--- config.mk ---
export PLATFORM = sky130hd
export DESIGN_NAME = single_precision_divider
export DESIGN_NICKNAME = d
export VERILOG_FILES = /design/src/rtl/single_precision_divider.sv
export SDC_FILE = /design/constraint.sdc
export NUM_CORES = 1
export LEC_CHECK = 0
export BUFFER_PORTS_ARGS = -buffer_cell sky130_fd_sc_hd__buf_2
export CORE_MARGIN = 2
export CORE_UTILIZATION = 53
export DETAILED_ROUTE_END_ITERATION = 8
export PLACE_DENSITY = 0.73
export SYNTH_ARGS = -nofsm -noshare
export SYNTH_HDL_FRONTEND = slang
export SYNTH_SLANG_ARGS = --single-unit
--- constraint.sdc ---
create_clock -name clk -period 7.3 [get_ports clk]
set_input_delay 0.365 -clock clk [delete_from_list [all_inputs] [get_ports clk]]
set_output_delay 0.365 -clock clk [all_outputs]
set_load 0.1 [all_outputs]
--- src/rtl/single_precision_divider.sv ---
// IEEE-754 single-precision divider: Result = operand1 / operand2, radix-2 restoring, multi-cycle.
// Define ROUND_NEAREST_EN for round-to-nearest-even; otherwise the quotient is truncated toward zero.
module single_precision_divider #(
    parameter int EXP_BIAS = 127,
    parameter int Q_BITS   = 27
) (
    input  logic        clk,
    input  logic        rst_n,
    input  logic        start,
    input  logic [31:0] operand1,
    input  logic [31:0] operand2,
    output logic        busy,
    output logic        done,
    output logic [31:0] Result,
    output logic [3:0]  Flags
);
    // state  | meaning
    // IDLE   | waiting for start; operands latched on accept
    // UNPACK | classify operands, seed remainder, exponent and counter
    // DIVIDE | one quotient bit per cycle, Q_BITS cycles
    // NORM   | align quotient to 1.x, extract G/R/sticky
    // ROUND  | round, range-check, select special result
    // DONE   | Result/Flags valid, done pulse
    typedef enum logic [2:0] {
        S_IDLE, S_UNPACK, S_DIVIDE, S_NORM, S_ROUND, S_DONE
    } state_t;

    state_t              state_q, state_d;
    logic [31:0]         op1_q, op1_d, op2_q, op2_d;
    logic [24:0]         rem_q, rem_d;
    logic [Q_BITS-1:0]   quo_q, quo_d;
    logic [4:0]          cnt_q, cnt_d;
    logic signed [9:0]   er_q, er_d;
    logic [22:0]         frac_q, frac_d;
    logic                g_q, g_d, r_q, r_d, st_q, st_d;
    logic                spec_q, spec_d;
    logic [31:0]         sres_q, sres_d, result_q, result_d;
    logic [3:0]          sflg_q, sflg_d, flags_q, flags_d;

    logic [7:0]          e1, e2;
    logic                sign, z1, z2, ge, inc, carry, inexact;
    logic [23:0]         m2;
    logic [24:0]         diff;
    logic [22:0]         frac_r;
    logic signed [9:0]   er_r;

    assign e1      = op1_q[30:23];
    assign e2      = op2_q[30:23];
    assign z1      = (e1 == 8'h00);
    assign z2      = (e2 == 8'h00);
    assign sign    = op1_q[31] ^ op2_q[31];
    assign m2      = {1'b1, op2_q[22:0]};
    assign ge      = (rem_q >= {1'b0, m2});
    assign diff    = rem_q - {1'b0, m2};
    assign inexact = g_q | r_q | st_q;

`ifdef ROUND_NEAREST_EN
    assign inc = g_q & (r_q | st_q | frac_q[0]);
`else
    assign inc = 1'b0;
`endif

    // Hidden bit is always 1 after NORM, so a carry only happens from an all-ones fraction.
    assign carry  = inc & (&frac_q);
    assign frac_r = frac_q + {22'd0, inc};
    assign er_r   = carry ? (er_q + 10'sd1) : er_q;

    always_comb begin
        state_d  = state_q;
        op1_d    = op1_q;
        op2_d    = op2_q;
        rem_d    = rem_q;
        quo_d    = quo_q;
        cnt_d    = cnt_q;
        er_d     = er_q;
        frac_d   = frac_q;
        g_d      = g_q;
        r_d      = r_q;
        st_d     = st_q;
        spec_d   = spec_q;
        sres_d   = sres_q;
        sflg_d   = sflg_q;
        result_d = result_q;
        flags_d  = flags_q;
        case (state_q)
            S_IDLE: begin
                if (start) begin
                    op1_d   = operand1;
                    op2_d   = operand2;
                    state_d = S_UNPACK;
                end
            end
            S_UNPACK: begin
                spec_d = 1'b1;
                if (e1 == 8'hFF || e2 == 8'hFF || (z1 && z2)) begin
                    sres_d = 32'hFFFF_FFFF;
                    sflg_d = 4'b1000;
                end else if (z2) begin
                    sres_d = {sign, 8'hFF, 23'd0};
                    sflg_d = 4'b0100;
                end else if (z1) begin
                    sres_d = {sign, 31'd0};
                    sflg_d = 4'b0000;
                end else begin
                    spec_d = 1'b0;
                end
                rem_d   = {2'b01, op1_q[22:0]};
                quo_d   = '0;
                cnt_d   = 5'(Q_BITS - 1);
                er_d    = 10'({2'b00, e1}) - 10'({2'b00, e2}) + 10'(EXP_BIAS);
                // Specials skip the divide but still pass through ROUND to pick their result.
                state_d = spec_d ? S_ROUND : S_DIVIDE;
            end
            S_DIVIDE: begin
                quo_d = {quo_q[Q_BITS-2:0], ge};
                rem_d = ge ? (diff << 1) : (rem_q << 1);
                if (cnt_q == 5'd0) state_d = S_NORM;
                else               cnt_d   = cnt_q - 5'd1;
            end
            S_NORM: begin
                if (quo_q[26]) begin
                    frac_d = quo_q[25:3];
                    g_d    = quo_q[2];
                    r_d    = quo_q[1];
                    st_d   = quo_q[0] | (|rem_q);
                end else begin
                    frac_d = quo_q[24:2];
                    g_d    = quo_q[1];
                    r_d    = quo_q[0];
                    st_d   = |rem_q;
                    er_d   = er_q - 10'sd1;
                end
                state_d = S_ROUND;
            end
            S_ROUND: begin
                if (spec_q) begin
                    result_d = sres_q;
                    flags_d  = sflg_q;
                end else if (er_r >= 10'sd255) begin
                    result_d = {sign, 8'hFF, 23'd0};
                    flags_d  = 4'b0101;
                end else if (er_r <= 10'sd0) begin
                    result_d = {sign, 31'd0};
                    flags_d  = 4'b0011;
                end else begin
                    result_d = {sign, er_r[7:0], frac_r};
                    flags_d  = {3'b000, inexact};
                end
                state_d = S_DONE;
            end
            S_DONE:  state_d = S_IDLE;
            default: state_d = S_IDLE;
        endcase
    end

    always_ff @(posedge clk or negedge rst_n) begin
        if (!rst_n) begin
            state_q  <= S_IDLE;
            op1_q    <= '0;
            op2_q    <= '0;
            rem_q    <= '0;
            quo_q    <= '0;
            cnt_q    <= '0;
            er_q     <= '0;
            frac_q   <= '0;
            g_q      <= 1'b0;
            r_q      <= 1'b0;
            st_q     <= 1'b0;
            spec_q   <= 1'b0;
            sres_q   <= '0;
            sflg_q   <= '0;
            result_q <= '0;
            flags_q  <= '0;
        end else begin
            state_q  <= state_d;
            op1_q    <= op1_d;
            op2_q    <= op2_d;
            rem_q    <= rem_d;
            quo_q    <= quo_d;
            cnt_q    <= cnt_d;
            er_q     <= er_d;
            frac_q   <= frac_d;
            g_q      <= g_d;
            r_q      <= r_d;
            st_q     <= st_d;
            spec_q   <= spec_d;
            sres_q   <= sres_d;
            sflg_q   <= sflg_d;
            result_q <= result_d;
            flags_q  <= flags_d;
        end
    end

    assign busy   = (state_q != S_IDLE) && (state_q != S_DONE);
    assign done   = (state_q == S_DONE);
    assign Result = result_q;
    assign Flags  = flags_q;

endmodule

==> reports/qor.txt, run 1 <==
Detailed Routing Iterations Pass 1: 7
Tmin final: 3.120 ns
Synth top area share: 0.4805
I/O pin count: 105
worst path required time: 7.67 ns
htree depth: 1
Num CTS Buffers: 23
Vias: 8169
Die ar.: 20890 um2
sequential-to-total area share from yosys stat: 0.4805
Fill cells: 1732
Hold Path Class: in -> async
Initial Util: 0.5396
Net Count, Synth: 1172
Post-CTS Resized: 0
synth top area cells: dfrtp_1 (48%), nand2_1 (5.3%), o21ai_0 (4.7%)
quantity of hold-fixing buffers added after cts: 0
Async S/R FF share, synth: 1.000
max cap viols: 0
CTS tree: done
Critical Path AT: 3.49 ns
leakage: 5.546 nW
Fin Setup TNS: 0 ns
Final Cycle Share: 0.4274
layout cell share with drive strength beyond 1: 0.1728
fmax: 320.5 MHz
# DRC: 0
final hold vios: 0
GRT overflow: 0
CP startpoint kind: flip-flop
top cells by count, synth: dfrtp_1 (201), nand2_1 (148), o21ai_0 (99), a21oi_1 (77), inv_1 (48)
Crit Path Max Fanout: 24
Mapped Cells: 1066
PortBufs: 104
pin count of the biggest net entering global routing: 133
Avg Cell Area, Syn: 9.819 um2
Post-synth top flop: dfrtp_1
Die Width: 144.5 um
max-slew violation count: 0
distinct cell type count after synthesis: 63
clock slew at reported path FFs: 0.06 ns
wire per inst: 16.21 um
n_diodes: 0
Multi-input gate area: 5044 um2
maximum VDD drop: 0.3046 mV
Power Dens Cells: 555.3 nW/um2
area grow syn2layout: 14.28%
most frequent cell after synthesis: dfrtp_1
final net count: 1254
worst-skew pair later-pin latency: 0.51 ns
clock sinks: 201
cell taking the most area after synthesis: dfrtp_1
#FFs+latches synth: 201
DRT iter0 DRCs: 474
vias in the first global route: 7727
worst slew pin tran: 1.034 ns
critical path endpoint category: flip-flop
Post-synth EDFFs: 0
outcome: finished clean
Core Region: 19400 um2
Yosys warnings: 0
Reg area: 5030 um2
# Post-CTS Setup Buffers: 0
final core utilization: 0.6167
Final Setup Violations: 0
Total GRT Usage: 0.2259
initial antenna violation count: 0
maximum clock insertion buffer count: 3
Post-Syn Area: 10470 um2
drt total wl: 23.15 mm
Cell Rows: 51
critical setup path kind: reg -> reg
Chip Height: 144.5 um
Slew HR: 0.3109
first-pass GRT wire length: 38.52 mm
vias per cell: 5.721
Post-DRT Antenna Nets: 0
clock root buffer master: clkbuf_16
skew final: 0.01509 ns
dpl hpwl: 15.90 mm
RSZ-0062 raised after global routing: false
global placer's final weighted congestion: 0.9259
[flip-flops by register name, summed over array words and instances (netlist names), 3 cells and up]
| name | cells |
|---|---|
| Result | 32 |
| op1_q | 32 |
| op2_q | 32 |
| quo_q | 27 |
| rem_q | 25 |
| frac_q | 23 |
| er_q | 10 |
| cnt_q | 5 |
| Flags | 4 |
| sres_q | 3 |
| state_q | 3 |
[cells by family after synthesis]
kind of cell	synth area share
xor+xnor	0.02761
simple gates	0.1359
buf+inv	0.03921
compound gates	0.1877
mux	0.08176
fa+ha+maj	0.04733
flops	0.4805
[metal layers]
metal / track usage / vias up / routed length, um
li1: - / 3996 / -
met1: 0.3310 / 3926 / 10890
met2: 0.3562 / 212 / 10640
met3: 0.03179 / 35 / 1126
met4: 0.05570 / 0 / 490
met5: 0 / - / 0
[power by group]
| group | internal (mW) | switching (mW) |
|---|---|---|
| clock | 0.703 | 0.446 |
| sequential | 1.51 | 0.314 |
| combinational | 1.40 | 2.27 |
[placed cells by master (no fill, tap or decap), types with 11 or more instances in the layout]
| cell | Yosys | layout |
|---|---|---|
| dfrtp_1 | 201 | 201 |
| nand2_1 | 148 | 148 |
| buf_2 | 1 | 103 |
| o21ai_0 | 99 | 99 |
| a21oi_1 | 77 | 77 |
| inv_1 | 48 | 48 |
| mux2i_1 | 45 | 45 |
| nor2_1 | 44 | 42 |
| ha_1 | 38 | 38 |
| mux2_2 | 34 | 34 |
| a22o_1 | 32 | 32 |
| xnor2_1 | 25 | 25 |
| a221o_1 | 23 | 23 |
| clkbuf_16 | 0 | 23 |
| and3_1 | 19 | 19 |
| nor3_1 | 18 | 18 |
| a21o_1 | 14 | 14 |
| nand4_1 | 12 | 12 |
| nand3_1 | 11 | 11 |
| buf_4 | 1 | 11 |
[through the flow]
stage / total power [mW] / hold slack [ns] / cells / setup WS (ns) / instance area (um2)
finish: 6.643 / 0.03061 / 1428 / 4.180 / 11960
CTS: 6.656 / 0.04367 / 1428 / 4.164 / 11960
global placement: 5.407 / 0.4573 / 1388 / 4.288 / 11200
global route: 7.147 / 0.06356 / 1428 / 3.919 / 11960
floorplan: 4.720 / 0.06941 / 1066 / 4.715 / 10470
detailed placement: 5.471 / 0.4612 / 1388 / 4.181 / 11200
[path summary, 6_finish.rpt]
kind | to | cells past startpoint | slack (ns) | start
setup / recovery | rem_q[17]$_DFFE_PN0P_ | 9 | 4.18 | rem_q[14]$_DFFE_PN0P_
min in group clk | op2_q[11]$_DFFE_PN0P_ | 3 | 0.06 | operand2[11]
setup reg to reg | rem_q[17]$_DFFE_PN0P_ | 9 | 4.18 | rem_q[14]$_DFFE_PN0P_
hold / removal | Flags[1]$_DFFE_PN0P_ | 1 | 0.03 | rst_n
hold reg to reg | Flags[3]$_DFFE_PN0P_ | 1 | 0.47 | Flags[3]$_DFFE_PN0P_
max in group asynchronous | op1_q[13]$_DFFE_PN0P_ | 2 | 5.75 | rst_n
[worst max-delay path, cell delays in order (launching register included)]
cell and delay (ns):
dfrtp_1 0.42, ha_1 0.44, nand4_1 0.19, or3_1 0.42
o41ai_2 0.43, a2111oi_1 0.11, o311ai_2 0.11, nand2_4 0.31
nor2_1 0.42, a21oi_1 0.12
[final cells by class]
type                       count  area share
timing repair buffer         115     0.05115
clock buffer                  29     0.05502
multi-input combinational    759      0.4216
inverter                      48     0.01506
clock inverter                11    0.008995
sequential                   201      0.4205
tap                          265     0.02772
(Power assumes the default switching activity.)
==> run 2: changes to the inputs <==
--- a/config.mk
+++ b/config.mk
@@ -5,11 +5,12 @@
 export SDC_FILE = /design/constraint.sdc
 export NUM_CORES = 1
 export LEC_CHECK = 0
+export ABC_AREA = 1
 export BUFFER_PORTS_ARGS = -buffer_cell sky130_fd_sc_hd__buf_2
 export CORE_MARGIN = 2
 export CORE_UTILIZATION = 53
 export DETAILED_ROUTE_END_ITERATION = 8
-export PLACE_DENSITY = 0.73
+export PLACE_DENSITY = 0.72
 export SYNTH_ARGS = -nofsm -noshare
 export SYNTH_HDL_FRONTEND = slang
 export SYNTH_SLANG_ARGS = --single-unit
==> constraint.sdc (replaced) <==
create_clock -name clk -period 3.05 [get_ports clk]
set_input_delay 0.1525 -clock clk [delete_from_list [all_inputs] [get_ports clk]]
set_output_delay 0.1525 -clock clk [all_outputs]
set_load 0.1 [all_outputs]
==> reports/qor.txt, run 2 <==
outcome: finished clean (unchanged)
initial antenna violation count: 0 (unchanged)
clock slew at reported path FFs: 0.06 ns (about the same)
fin area: 13450 um2 (was 11960 um2)
vias in the first global route: 9499 (was 7727)
final core utilization: 0.6437 (was 0.6167)
Async S/R FF share, synth: 1.000 (unchanged)
vias per cell: 5.285 (was 5.721)
worst-skew pair later-pin latency: 0.53 ns (was 0.51 ns)
global placer's final weighted congestion: 0.9604 (was 0.9259)
dpl hpwl: 19.17 mm (was 15.90 mm)
Post-Syn Area: 11220 um2 (was 10470 um2)
post-synthesis mux area share: 0.03311 (was 0.08176)
fmax: 408.0 MHz (was 320.5 MHz)
worst-path cell chain: ha_1 -> nand2_1 -> nor2_1 -> nand2_1 -> nor2_1 -> nand4_2 -> nand3_4 -> nand2_1 -> o21ai_1 -> nand2_1 -> nand2_1 -> inv_1 (was ha_1 -> nand4_1 -> or3_1 -> o41ai_2 -> a2111oi_1 -> o311ai_2 -> nand2_4 -> nor2_1 -> a21oi_1)
I/O pin count: 105 (unchanged)
worst slew pin tran: 0.7030 ns (was 1.034 ns)
commonest non-fill, non-tap cell in the layout: nand2_1 (was dfrtp_1)
n_diodes: 0 (unchanged)
Post-Synth Adder-Cell Area: 0.04414 (was 0.04733)
drt total wl: 28.09 mm (was 23.15 mm)
Chip Height: 149.5 um (was 144.5 um)
PortBufs: 104 (unchanged)
first-pass GRT wire length: 46.39 mm (was 38.52 mm)
Tmin final: 2.451 ns (was 3.120 ns)
RSZ-0062 raised after global routing: false (unchanged)
Compound-Gate Fraction of Synth Area: 0.1441 (was 0.1877)
skew final: 0.01062 ns (was 0.01509 ns)
clock root buffer master: clkbuf_16 (unchanged)
max cap viols: 0 (unchanged)
Die ar.: 22360 um2 (was 20890 um2)
Cell Rows: 53 (was 51)
DRT iter0 DRCs: 492 (was 474)
Core Region: 20890 um2 (was 19400 um2)
most frequent cell after synthesis: nand2_1 (was dfrtp_1)
Synth top area share: 0.4481 (was 0.4805)
#FFs+latches synth: 201 (unchanged)
Final Cycle Share: 0.8037 (was 0.4274)
Mapped Cells: 1404 (was 1066)
area grow syn2layout: 19.79% (was 14.28%)
Net Count, Synth: 1510 (was 1172)
maximum clock insertion buffer count: 3 (unchanged)
Initial Util: 0.5373 (was 0.5396)
Yosys warnings: 0 (unchanged)
# DRC: 0 (unchanged)
Fin Setup TNS: 0 ns (unchanged)
synth top area cells: dfrtp_1 (45%), nand2_1 (11%), inv_1 (7.3%) (was dfrtp_1 (48%), nand2_1 (5.3%), o21ai_0 (4.7%))
Hold Path Class: in -> reg (was in -> async)
WP buf/inv: 1 (was 0)
Detailed Routing Iterations Pass 1: 5 (was 7)
PnR worst setup slack: 0.5987 ns (was 4.180 ns)
placed cell area: 12010 um2 (was 11200 um2)
Crit Path Max Fanout: 35 (was 24)
Post-synth EDFFs: 0 (unchanged)
Worst path slowest cell: dfrtp_1 (was ha_1)
Post-synth top flop: dfrtp_1 (unchanged)
distinct cell type count after synthesis: 47 (was 63)
wire per inst: 15.17 um (was 16.21 um)
XOR/XNOR Fraction of Synth Area: 0.01561 (was 0.02761)
Die Width: 149.5 um (was 144.5 um)
critical setup path kind: reg -> reg (unchanged)
top cells by count, synth: nand2_1 (324), inv_1 (219), dfrtp_1 (201), nor2_1 (101), a21oi_1 (80) (was dfrtp_1 (201), nand2_1 (148), o21ai_0 (99), a21oi_1 (77), inv_1 (48))
Slew HR: 0.5270 (was 0.3109)
Num CTS Buffers: 23 (unchanged)
cell taking the most area after synthesis: dfrtp_1 (unchanged)
CP startpoint kind: flip-flop (unchanged)
max-slew violation count: 0 (unchanged)
sequential-to-total area share from yosys stat: 0.4481 (was 0.4805)
pin count of the biggest net entering global routing: 86 (was 133)
largest family of logic cells by synthesized area: simple AND/OR/NAND/NOR gates (was compound AO/OA/AOI/OAI gates)
final net count: 1667 (was 1254)
Total GRT Usage: 0.2564 (was 0.2259)
clock sinks: 201 (unchanged)
final hold vios: 0 (unchanged)
Post-DRT Antenna Nets: 0 (unchanged)
post-placement setup slack: 0.6508 ns (was 4.181 ns)
Critical Path AT: 2.87 ns (was 3.49 ns)
Worst path max stage delay: 0.44 ns (about the same)
GRT overflow: 0 (unchanged)
critical path endpoint category: flip-flop (unchanged)
simple-gate portion of the synthesized area: 0.2158 (was 0.1359)
Avg Cell Area, Syn: 7.995 um2 (was 9.819 um2)
Final Setup Violations: 0 (unchanged)
Crit path max-delay family: simple AND/OR/NAND/NOR gates (unchanged)
CTS tree: done (unchanged)
Post-CTS Resized: 0 (unchanged)
htree depth: 1 (unchanged)
Vias: 9787 (was 8169)
worst path required time: 3.47 ns (was 7.67 ns)
most numerous cell on the critical path: nand2_1
layout cell share with drive strength beyond 1: 0.1433 (was 0.1728)
most frequent cells in the layout: nand2_1 (323), inv_1 (219), dfrtp_1 (201) (was dfrtp_1 (201), nand2_1 (148), buf_2 (103))
## run 2: changes by cell type in the layout (fill, tap and decap cells not counted), sizes merged, moves of 16 or more
| cell | delta |
|---|---|
| a221o | -23 |
| a22o | -31 |
| and3 | -17 |
| dlygate4sd3 | +65 |
| inv | +184 |
| mux2i | -45 |
| nand2 | +179 |
| nand3 | +46 |
| nand4 | +18 |
| nor2 | +63 |
| o211ai | +46 |
| o21ai | -17 |
| o22ai | +26 |
| xnor2 | -16 |
## run 2: worst reg2reg max path, cell delays in order, from the launching register on
cell,delay (ns)
dfrtp_1,0.44
ha_1,0.41
nand2_1,0.14
nor2_1,0.16
nand2_1,0.09
nor2_1,0.12
nand4_2,0.16
nand3_4,0.39
nand2_1,0.14
o21ai_1,0.10
nand2_1,0.07
nand2_1,0.07
inv_1,0.03
## run 2: cells by family (layout without fill, tap and decap cells)
kind of cell,count (synthesis),after routing
simple gates,558,558
buf+inv,284,457
compound gates,269,269
flops,201,201
fa+ha+maj,39,39
mux,33,33
xor+xnor,20,20
## run 2: layout make-up
type	instances	area, um2
clock buffer	30	631.9
clock inverter	11	153.9
fill	1784	7443
inverter	230	863.3
multi-input combinational	919	5090
sequential	201	5030
tap	275	344.1
timing repair buffer	186	1333
## run 2: final timing paths
check                                       from                     end  slack [ns]  cells past startpoint
max reg2reg                rem_q[13]$_DFFE_PN0P_    rem_q[9]$_DFFE_PN0P_        0.60                     12
min in group asynchronous                  rst_n    op1_q[9]$_DFFE_PN0P_        0.24                      2
min                                        start  state_q[0]$_DFFE_PN0P_        0.09                      3
max                        rem_q[13]$_DFFE_PN0P_    rem_q[9]$_DFFE_PN0P_        0.60                     12
min reg2reg                 Flags[3]$_DFFE_PN0P_    Flags[3]$_DFFE_PN0P_        0.49                      2
max in group asynchronous                  rst_n  Result[10]$_DFFE_PN0P_        1.95                      3
## run 2: metal layers
layer | global-route usage | share of wire | wire (um) | vias to the layer above
li1 | - | - | - | 4907
met1 | 0.3537 | 0.46 | 13000 | 4624
met2 | 0.4268 | 0.47 | 13080 | 217
met3 | 0.03750 | 0.048 | 1358 | 39
met4 | 0.06524 | 0.023 | 650 | 0
met5 | 0 | 0 | 0 | -
## run 2: repair_timing
item                      in CTS  in global routing
buffers inserted               0                  0
hold endpoints to repair     146                  0
hold buffers                  65                  0
## run 2: metrics by stage
stage | cells | hold slack [ns]
after floorplan | 1404 | -0.1431
after global placement | 1746 | 0.2521
after detailed placement | 1746 | 0.2495
after CTS | 1852 | 0.08235
after global routing | 1852 | 0.09345
final | 1852 | 0.09222
Power of run 2 is not shown: default switching activity piles up to over one toggle a cycle in this logic, so the estimate is an artifact.
==> run 3: changes to the inputs <==
--- a/config.mk
+++ b/config.mk
@@ -10,7 +10,7 @@
 export CORE_MARGIN = 2
 export CORE_UTILIZATION = 53
 export DETAILED_ROUTE_END_ITERATION = 8
-export PLACE_DENSITY = 0.72
+export PLACE_DENSITY = 0.75
 export SYNTH_ARGS = -nofsm -noshare
 export SYNTH_HDL_FRONTEND = slang
 export SYNTH_SLANG_ARGS = --single-unit
==> constraint.sdc (replaced) <==
create_clock -name clk -period 2.1 [get_ports clk]
set_input_delay 0.105 -clock clk [delete_from_list [all_inputs] [get_ports clk]]
set_output_delay 0.105 -clock clk [all_outputs]
set_load 0.1 [all_outputs]
==> reports/qor.txt, run 3 (synthesis results as in run 2) <==
outcome: finished, violations left (was finished clean)
failing checks: negative setup slack
Multi-input gate area: 5738 um2 (was 5090 um2)
layout cell share with drive strength beyond 1: 0.2695 (was 0.1433)
wire per inst: 16.27 um (was 15.17 um)
Worst path slowest cell: dfrtp_1 (unchanged)
Num CTS Buffers: 23 (unchanged)
# DRC: 0 (unchanged)
CP startpoint kind: flip-flop (unchanged)
Final Non-Filler Cells: 1945 (was 1852)
commonest non-fill, non-tap cell in the layout: nand2_1 (unchanged)
Detailed Routing Iterations Pass 1: 5 (unchanged)
Core Region: 20890 um2 (unchanged)
Die Width: 149.5 um (unchanged)
Reg area: 5032 um2 (was 5030 um2)
Slew HR: 0.6174 (was 0.5270)
RSZ-0062 raised after global routing: true (was false)
maximum clock insertion buffer count: 3 (unchanged)
n_diodes: 0 (unchanged)
vias in the first global route: 10088 (was 9499)
max cap viols: 0 (unchanged)
critical setup path kind: reg -> reg (unchanged)
Fin Setup TNS: -1.191 ns (was 0 ns)
pin count of the biggest net entering global routing: 68 (was 86)
Final Setup Violations: 20 (was 0)
Post-DRT Antenna Nets: 0 (unchanged)
Critical Path AT: 2.65 ns (was 2.87 ns)
Vias: 10475 (was 9787)
fmax: 447.5 MHz (was 408.0 MHz)
DRT iter0 DRCs: 669 (was 492)
I/O pin count: 105 (unchanged)
final hold vios: 0 (unchanged)
most numerous cell on the critical path: nand2_1 (unchanged)
GRT met2 Usage: 0.4716 (was 0.4268)
clock slew at reported path FFs: 0.07 ns (was 0.06 ns)
global placer's final weighted congestion: 0.9304 (was 0.9604)
clock sinks: 201 (unchanged)
Fill cells: 1559 (was 1784)
worst slew pin tran: 0.5738 ns (was 0.7030 ns)
vias per cell: 5.386 (was 5.285)
Cell Rows: 53 (unchanged)
max-slew violation count: 0 (unchanged)
most frequent cells in the layout: nand2_1 (285), dfrtp_1 (199), inv_1 (197) (was nand2_1 (323), inv_1 (219), dfrtp_1 (201))
Total GRT Usage: 0.2761 (was 0.2564)
PortBufs: 104 (unchanged)
fin area: 14920 um2 (was 13450 um2)
final core utilization: 0.7141 (was 0.6437)
Crit Path Max Fanout: 6 (was 35)
htree depth: 1 (unchanged)
first-pass GRT wire length: 49.69 mm (was 46.39 mm)
GRT overflow: 0 (unchanged)
worst-skew pair later-pin latency: 0.53 ns (about the same)
clock root buffer master: clkbuf_16 (unchanged)
M3 GR Usage: 0.04024 (was 0.03750)
placed cell area: 12580 um2 (was 12010 um2)
Tmin final: 2.234 ns (was 2.451 ns)
Worst path max stage delay: 0.43 ns (was 0.44 ns)
drt total wl: 31.64 mm (was 28.09 mm)
dpl hpwl: 20.45 mm (was 19.17 mm)
Final Cycle Share: 1.064 (was 0.8037)
Chip Height: 149.5 um (unchanged)
final net count: 1759 (was 1667)
Die ar.: 22360 um2 (unchanged)
area grow syn2layout: 32.89% (was 19.79%)
grt met1 use: 0.3592 (was 0.3537)
CTS tree: done (unchanged)
initial antenna violation count: 0 (unchanged)
worst path required time: 2.52 ns (was 3.47 ns)
PnR worst setup slack: -0.1345 ns (was 0.5987 ns)
DP Cell Count: 1814 (was 1746)
Hold Path Class: in -> reg (unchanged)
gr busiest metal: met2 (unchanged)
Initial Util: 0.5373 (unchanged)
critical path endpoint category: flip-flop (unchanged)
worst-path cell chain: ha_4 -> a21oi_2 -> nand2_1 -> nand2_1 -> nand2_2 -> a21oi_4 -> nand3_4 -> buf_6 -> buf_6 -> o21ai_2 -> nand2_1 -> nand2_1 -> inv_1 (was ha_1 -> nand2_1 -> nor2_1 -> nand2_1 -> nor2_1 -> nand4_2 -> nand3_4 -> nand2_1 -> o21ai_1 -> nand2_1 -> nand2_1 -> inv_1)
skew final: 0.01043 ns (was 0.01062 ns)
run 3: changes by cell type in the layout (fill, tap and decap cells not counted), moves of 11 or more:
| cell | previous run | this run |
|---|---|---|
| nand3_2 | 0 | 15 |
| buf_4 | 15 | 96 |
| nand2_2 | 4 | 35 |
| nor2_1 | 101 | 90 |
| inv_1 | 219 | 197 |
| nand2_1 | 323 | 285 |
| ha_1 | 38 | 13 |
| nand3_1 | 56 | 41 |
| inv_2 | 11 | 33 |
| ha_4 | 0 | 23 |
run 3: critical path, delay by kind of cell (launching register included):
kind / cells / cell delay [ns]
AO/OA/AOI/OAI: 3 / 0.47
AND/OR/NAND/NOR: 6 / 0.59
adder cells (fa/ha/maj): 1 / 0.29
buffers and inverters: 3 / 0.33
flip-flops: 1 / 0.43
run 3: through the flow:
step,hold slack [ns],worst slack [ns]
2_1_floorplan,-0.1906,0.1451
3_3_place_gp,0.1420,-0.05501
3_5_place_dp,0.1468,-0.06453
4_1_cts,0.01031,-0.005536
5_1_grt,0.02443,-0.1716
6_report,0.01159,-0.1345
run 3: cell type report:
type,count,area share
multi-input combinational,919,0.3847
clock inverter,11,0.01090
timing repair buffer,278,0.1428
sequential,201,0.3374
clock buffer,31,0.04328
tap,275,0.02307
inverter,230,0.05788
run 3: repair_timing:
action,4_1_cts,5_1_grt
cloned,0,3
hold endpoints to repair,126,0
pin swaps,4,40
buffers inserted,4,17
resized for setup,30,121
hold buffers,65,0
endpoints found under the setup margin,20,31
run 3: final timing paths:
check | from | to | slack, ns | cells past startpoint
max | rem_q[22]$_DFFE_PN0P_ | rem_q[7]$_DFFE_PN0P_ | -0.13 | 13
min | start | state_q[0]$_DFFE_PN0P_ | 0.01 | 3
max reg2reg | rem_q[22]$_DFFE_PN0P_ | rem_q[7]$_DFFE_PN0P_ | -0.13 | 13
min reg2reg | Flags[3]$_DFFE_PN0P_ | Flags[3]$_DFFE_PN0P_ | 0.48 | 2
max in group asynchronous | rst_n | Result[7]$_DFFE_PN0P_ | 1.26 | 3
min in group asynchronous | rst_n | op1_q[6]$_DFFE_PN0P_ | 0.12 | 2
run 3: layer usage:
layer	wire [um]	part of all wire
met5	0	0
met4	1158	0.037
met3	1724	0.054
met2	15220	0.48
met1	13530	0.43
Power of run 3 is left out for the same reason.
